`config.mk`:
```
export PLATFORM = sky130hd
export DESIGN_NAME = id_ex_stage
export DESIGN_NICKNAME = d
export VERILOG_FILES = /design/src/rtl/id_ex_stage.sv
export SDC_FILE = /design/constraint.sdc
export NUM_CORES = 1
export LEC_CHECK = 0
export CAP_MARGIN = 25
export CORE_MARGIN = 1.5
export CORE_UTILIZATION = 46
export CTS_CLUSTER_SIZE = 10
export DETAILED_ROUTE_END_ITERATION = 16
export GPL_TIMING_DRIVEN = 0
export HOLD_SLACK_MARGIN = 0.08
export PLACE_DENSITY_LB_ADDON = 0.15
export SYNTH_ARGS = -nofsm -noshare
export SYNTH_HDL_FRONTEND = slang
export SYNTH_SLANG_ARGS = --single-unit
```
`constraint.sdc`:
```
create_clock -name clock -period 2.8 [get_ports clock]
set_input_delay 0.56 -clock clock [delete_from_list [all_inputs] [get_ports clock]]
set_output_delay 0.56 -clock clock [all_outputs]
set_load 0.01 [all_outputs]
```
`src/rtl/id_ex_stage.sv`:
```
// ID/EX pipeline register: captures operands, decode fields and control bits, bypasses
// same-cycle writeback data, and inserts one bubble per load-use hazard.
module id_ex_stage #(
    parameter int unsigned DATA_W = 32,
    parameter int unsigned CTRL_W = 8
) (
    input  logic              clock,
    input  logic              reset,
    input  logic              flush,
    input  logic              ex_hold,
    input  logic              id_valid,
    input  logic [4:0]        id_rs,
    input  logic [4:0]        id_rt,
    input  logic [4:0]        id_dest,
    input  logic [DATA_W-1:0] id_rs_data,
    input  logic [DATA_W-1:0] id_rt_data,
    input  logic [DATA_W-1:0] id_imm,
    input  logic [CTRL_W-1:0] id_ctrl,
    input  logic              id_mem_read,
    input  logic              id_reg_write,
    input  logic              wb_reg_write,
    input  logic [4:0]        wb_write_reg,
    input  logic [DATA_W-1:0] wb_write_data,
    output logic              ex_valid,
    output logic [4:0]        ex_rs,
    output logic [4:0]        ex_rt,
    output logic [4:0]        ex_dest,
    output logic [DATA_W-1:0] ex_rs_data,
    output logic [DATA_W-1:0] ex_rt_data,
    output logic [DATA_W-1:0] ex_imm,
    output logic [CTRL_W-1:0] ex_ctrl,
    output logic              ex_mem_read,
    output logic              ex_reg_write,
    output logic              id_stall
);

    logic              valid_q, valid_d;
    logic [4:0]        rs_q, rs_d;
    logic [4:0]        rt_q, rt_d;
    logic [4:0]        dest_q, dest_d;
    logic [DATA_W-1:0] rs_data_q, rs_data_d;
    logic [DATA_W-1:0] rt_data_q, rt_data_d;
    logic [DATA_W-1:0] imm_q, imm_d;
    logic [CTRL_W-1:0] ctrl_q, ctrl_d;
    logic              mem_read_q, mem_read_d;
    logic              reg_write_q, reg_write_d;
    logic              hz;
    logic [DATA_W-1:0] rs_byp, rt_byp;

    // Register file writes on the same edge it is read, so forward the WB value here.
    function automatic logic [DATA_W-1:0] bypass(input logic [4:0]        ra,
                                                 input logic [DATA_W-1:0] rd);
        if (ra == 5'd0) begin
            return '0;
        end else if (wb_reg_write && (wb_write_reg == ra)) begin
            return wb_write_data;
        end else begin
            return rd;
        end
    endfunction

    always_comb begin
        rs_byp   = bypass(id_rs, id_rs_data);
        rt_byp   = bypass(id_rt, id_rt_data);
        hz       = id_valid & valid_q & mem_read_q & (dest_q != 5'd0) &
                   ((dest_q == id_rs) | (dest_q == id_rt));
        id_stall = (hz | ex_hold) & ~flush;

        valid_d     = valid_q;
        rs_d        = rs_q;
        rt_d        = rt_q;
        dest_d      = dest_q;
        rs_data_d   = rs_data_q;
        rt_data_d   = rt_data_q;
        imm_d       = imm_q;
        ctrl_d      = ctrl_q;
        mem_read_d  = mem_read_q;
        reg_write_d = reg_write_q;

        if (flush || (!ex_hold && hz)) begin
            // Kill or bubble: only the qualifying bits matter, payload is left as-is.
            valid_d     = 1'b0;
            mem_read_d  = 1'b0;
            reg_write_d = 1'b0;
        end else if (!ex_hold) begin
            valid_d     = id_valid;
            rs_d        = id_rs;
            rt_d        = id_rt;
            dest_d      = id_dest;
            rs_data_d   = rs_byp;
            rt_data_d   = rt_byp;
            imm_d       = id_imm;
            ctrl_d      = id_ctrl;
            mem_read_d  = id_mem_read & id_valid;
            reg_write_d = id_reg_write & id_valid;
        end
    end

    always_ff @(posedge clock) begin
        if (reset) begin
            valid_q     <= 1'b0;
            rs_q        <= '0;
            rt_q        <= '0;
            dest_q      <= '0;
            rs_data_q   <= '0;
            rt_data_q   <= '0;
            imm_q       <= '0;
            ctrl_q      <= '0;
            mem_read_q  <= 1'b0;
            reg_write_q <= 1'b0;
        end else begin
            valid_q     <= valid_d;
            rs_q        <= rs_d;
            rt_q        <= rt_d;
            dest_q      <= dest_d;
            rs_data_q   <= rs_data_d;
            rt_data_q   <= rt_data_d;
            imm_q       <= imm_d;
            ctrl_q      <= ctrl_d;
            mem_read_q  <= mem_read_d;
            reg_write_q <= reg_write_d;
        end
    end

    assign ex_valid     = valid_q;
    assign ex_rs        = rs_q;
    assign ex_rt        = rt_q;
    assign ex_dest      = dest_q;
    assign ex_rs_data   = rs_data_q;
    assign ex_rt_data   = rt_data_q;
    assign ex_imm       = imm_q;
    assign ex_ctrl      = ctrl_q;
    assign ex_mem_read  = mem_read_q;
    assign ex_reg_write = reg_write_q;

endmodule

```
## Word-level counts from Yosys, hierarchy flattened

Cells that the tools add are included.

- Memories: 0
- Bits in writable memories: 0
- Output and inout port bits: 123
- Bits in registers: 122
- Latch bits: 0
- Bits in read-only memories: 0
- Logic and storage cells: 40
- Input port bits: 164

- Shift-type cells: 0
- $mul: 0
- Equal/unequal tests: 4
- Bitwise gates (word level): 12
- Reductions and logical operators: 10
- $lt $le $gt $ge: 0
- Multiplexer cells: 4
- Div/mod/pow operators: 0
- $add $sub $neg: 0

Operator list:

| kind | number |
|---|---|
| $mux 32 | 4 |
| $eq 5x5->1 | 4 |
| $logic_not 5->1 | 2 |
| $and 1x1->1 | 7 |
| $reduce_bool 5->1 | 1 |
| $logic_and 1x1->1 | 3 |
| $not 1->1 | 3 |
| $or 1x1->1 | 2 |
| $reduce_and 2->1 | 1 |
| $reduce_or 2->1 | 1 |
| $logic_not 1->1 | 1 |
| $logic_or 1x1->1 | 1 |

## Depth between registers and ports, before layout

Gate-level depths: netlist (run 1).

- Depth in word-level cells: 8
- Depth in mapped cells: 7
- Gate-level depth less buffers: 5

## Worst setup path after synthesis (run 1)

No wires, ideal clock.

- Kind: in2reg
- From: input port id_rt[0]
- To: register rt_data_q[10] (netlist: ex_rt_data[10])
- Stages: 5
- Arrival: 1932 ps
- Buffers on the path: 1
- Setup time: 121 ps
- Path slack: 746 ps
- Required time: 2679 ps
- Path through: or4_1 -> o21bai_1 -> clkbuf_1 -> a21oi_1 -> mux2_4

- Cells in the longest elaborated chain, start to end: 7
- Elaborated cells between the ends (all ways): 12
- Classes of those cells: eq/ne: 2; mux: 2; bitwise: 3; reduce/logical: 5

Ends and longest elaborated chain:

| what | line | source |
|---|---|---|
| start, declared | 13 | `input logic [4:0] id_rt,` |
| $eq 5x5->1 | 66 | `((dest_q == id_rs) \| (dest_q == id_rt));` |
| $or 1x1->1 | 66 |  |
| $and 1x1->1 | 65 | `hz = id_valid & valid_q & mem_read_q & (dest_q != 5'd0) &` |
| $logic_and 1x1->1 | 80 | `if (flush \|\| (!ex_hold && hz)) begin` |
| $logic_or 1x1->1 | 80 |  |
| $not 1->1 (no line) | n/a |  |
| $reduce_and 2->1 (no line) | n/a |  |
| end signal, assigned | 117 | `rt_data_q <= rt_data_d;` |
| end, declared | 42 | `logic [DATA_W-1:0] rt_data_q, rt_data_d;` |

Parallel ways exist; a longest one is shown, timed or not.
A chain may end at the register's enable or synchronous reset.

## Worst setup path after layout (run 1)

- From: register dest_q[1] (netlist: ex_dest[1])
- To: output port id_stall

- Cells in the longest elaborated chain, start to end: 5
- Elaborated cells between the ends (all ways): 8
- Classes of those cells: eq/ne: 2; bitwise: 5; reduce/logical: 1

Ends and longest elaborated chain:

| what | line | source |
|---|---|---|
| start, declared | 40 | `logic [4:0] dest_q, dest_d;` |
| start signal, assigned | 115 | `dest_q <= dest_d;` |
| $eq 5x5->1 / $reduce_bool 5->1 (equally long branches) | 66, 65 |  |
| $or 1x1->1 / $and 1x1->1 (equally long branches) | 66, 65 |  |
| $and 1x1->1 * | 65 |  |
| $or 1x1->1 * | 67 | `id_stall = (hz \| ex_hold) & ~flush;` |
| $and 1x1->1 * | 67 |  |
| end, declared | 34 | `output logic id_stall` |

Every way passes the cells marked *; elsewhere a longest branch is shown, timed or not.

==> results.yml, run 1 <==
route:
  via_per_inst: 5.31
  drt-pass1-iter-count: 7
  drtIter0Drc: 448
  antenna_left: 0
  finalWirelength_um: 21800
  num_vias: 6516
  avgRoutedWirePerCell_um: 17.7
  drc: 0
synth:
  synth_largest_area_cell: "dfxtp_1"
  ys_seq_area_frac: 0.366
  yosys_warnings: 0
  ys_top_cells_by_count: "dfxtp_1 (122), nand2b_1 (110), a21oi_1 (67)"
  ys_ff_latch: 122
  ys.flop_type: "dfxtp_1"
  yosysMostFrequentCell: "dfxtp_1"
  synth_area_leaders: "dfxtp_1 (37%), nand2b_1 (10%), mux2i_1 (8.3%)"
  synth.top_cell.area_share: 0.366
  synthCells: 727
  synth_cell_types: 31
  synthesis.area_mm2: 0.00667
  postSynth.asyncResetShare: 0
  syn-num-nets: 891
  syn_area_per_cell_um2: 9.18
  synth_edf_count: 0
grt:
  antenna_found_initial: 1
  grt_max_degree: 17
  grt.overflow.total: 0
  met3_usage: 0.0803
  grt_pass1_wl_um: 32700
  grt_busiest_layer: "met2"
  met2_usage: 0.459
  grt_use_met1: 0.349
  grt_pass1_vias: 6358
  track_usage: 0.283
cts:
  numClockSinks: 122
  cts_made_buffers: 17
  cts_tree: "yes"
  clk_latency_ns: 0.42
  clk_pin_slew_ns: 0.05
  holdBufCountCts: 0
  cts_root_buffer: "clkbuf_16"
  cts_max_level: 4
  clk_path_buf_depth: 2
worst_setup_path:
  required_ns: 2.24
  startpoint_type: "flip-flop"
  crit_type: "reg -> out"
  cp_cell_sequence: "or4_4 -> o2111ai_4 -> nor2_1 -> o21ba_2 -> dlygate4sd2_1"
  cp_slowest_stage_delay_ns: 0.56
  path_buf_inv: 1
  cp_slowest_cell: "or4_4"
  worst-path-max-fanout: 5
  cp-end-kind: "output port"
  cp.arrival_ns: 2.10
  critPathTopFamily: "simple AND/OR/NAND/NOR gates"
timing:
  fin_crit_ns: 2.66
  max_slew_margin: 0.565
  hold_viol: 0
  tightest_slew_ns: 0.651
  worst_slack_ns: 0.144
  worst_clock_skew_ns: 0.0104
  period_share: 0.949
  fmax_mhz: 377
  finalSetupTns_ns: 0
  grt_setup_unrepaired: "no"
  maxSlewViolCount: 0
  setup_viol: 0
  hold_ws_ns: 0.456
pwr:
  p_per_area_mw_per_mm2: 502
  p_leak_nw: 3.88
  peakVddDrop_uv: 362
  fin_total_pwr_w: 0.00521
finish:
  drive_gt1_frac: 0.107
  nNetsFinal: 1198
  area_growth_syn_to_layout_pct: 55.5
  fillers: 1061
  register_area_mm2: 0.00244
  layout.cells.non_filler: 1228
  multiInputGateArea_mm2: 0.00387
floorplanning:
  num_rows: 43
  start_util: 0.475
  die-area_mm2: 0.0152
  ios: 287
  core_mm2: 0.0140
  die_y_um: 123
  dieWidth_um: 123
placement:
  hpwl_um: 16200
  dp_slack_ns: -0.333
  placed_cells: 1193
  port_buffers: 286
  gp_congestion: 0.876
hold_path:
  hp-class: "reg -> reg"
run_status:
  status: "finished clean"
run:
  max-cap-violations: 0
-- logic make-up after synthesis --
logic type	after synthesis	synth area share
buffers and inverters	65	0.0531
AND/OR/NAND/NOR	260	0.230
multiplexers	119	0.210
flip-flops	122	0.366
XOR/XNOR	20	0.0263
AO/OA/AOI/OAI	141	0.114
-- flip-flops by register name, summed over array words and instances, names as in the netlist --
signal,count
ex_rt,5
ex_rs,5
ex_rt_data,32
ex_valid,1
ex_imm,32
ex_ctrl,8
ex_reg_write,1
ex_dest,5
ex_mem_read,1
ex_rs_data,32
-- area by class of cell --
cell class | count | share of cell area
antenna | 2 | 0.000482
clock inverter | 8 | 0.0137
clock buffer | 23 | 0.0451
tap | 180 | 0.0217
timing repair buffer | 288 | 0.276
multi-input combinational | 540 | 0.373
sequential | 122 | 0.235
buffer | 65 | 0.0341
-- worst paths after layout --
| kind | start | end | slack [ns] | cells after the start |
|---|---|---|---|---|
| min reg2reg | ex_reg_write | ex_reg_write | 0.46 | 2 |
| min | ex_reg_write | ex_reg_write | 0.46 | 2 |
| max reg2reg | ex_dest[4] | ex_rt_data[17] | 0.52 | 7 |
| max | ex_dest[1] | id_stall | 0.14 | 5 |
-- stage by stage --
stage	utilization	cell area (um2)
after floorplan	-	6670
after global placement	0.695	9760
after detailed placement	0.695	9760
after CTS	0.739	10400
after global routing	0.739	10400
final	0.739	10400
-- worst reg2reg max path, stage by stage (launching register included) --
cell     delay, ns
dfxtp_1       0.47
xor2_1        0.12
nor3_1        0.25
a22oi_2       0.15
buf_4         0.18
o21ai_4       0.42
buf_6         0.27
mux2_4        0.32
-- cells in the final DEF (no fill, tap or decap), types with 2 or more instances in the layout --
cell type,n
nor3_1,2
buf_4,2
o21bai_1,2
nand2_1,5
and4_1,2
xnor2_1,10
mux2_4,35
clkdlybuf4s50_1,275
mux2i_1,55
clkbuf_16,17
nand4_1,2
xor2_1,10
nand3_1,64
clkbuf_1,56
clkbuf_8,2
dlygate4sd2_1,11
dfxtp_1,122
bufinv_16,4
nor2b_1,65
o21ai_0,65
buf_6,7
and2_1,2
or4_1,2
nor2_1,4
o211ai_1,2
nand2b_1,110
mux2_2,29
buf_8,5
diode_2,2
a21oi_1,67
clkinv_2,3
-- routing by layer --
layer  wire length [um]  up-vias  part of all wire
li1                   -     3118                 -
met4                675        0             0.031
met1               9110     3057              0.42
met2              10200      286              0.47
met3               1780       55             0.082
met5                  0        -                 0
-- where the power goes --
| part | leakage, nW | switching [W] | total, W | internal [W] |
|---|---|---|---|---|
| Sequential | 0.998 | 0.0000520 | 0.00188 | 0.00183 |
| Combinational | 2.59 | 0.000427 | 0.00100 | 0.000578 |
| Clock | 0.297 | 0.000795 | 0.00232 | 0.00153 |
-- what timing repair did --
| item | in CTS | in global routing |
|---|---|---|
| gates resized for setup | 11 | 0 |
| setup buffers | 2 | 0 |
| endpoints found under the setup margin | 1 | 0 |
Power figures use the tool's default switching activity.
==> run 2: changes to the inputs <==
--- a/config.mk
+++ b/config.mk
@@ -5,7 +5,6 @@
 export SDC_FILE = /design/constraint.sdc
 export NUM_CORES = 1
 export LEC_CHECK = 0
-export CAP_MARGIN = 25
 export CORE_MARGIN = 1.5
 export CORE_UTILIZATION = 46
 export CTS_CLUSTER_SIZE = 10
@@ -16,3 +15,4 @@
 export SYNTH_ARGS = -nofsm -noshare
 export SYNTH_HDL_FRONTEND = slang
 export SYNTH_SLANG_ARGS = --single-unit
+export TNS_END_PERCENT = 1
==> results of run 2 <==
The final DEF is identical to that of run 1; final timing and power are the same.
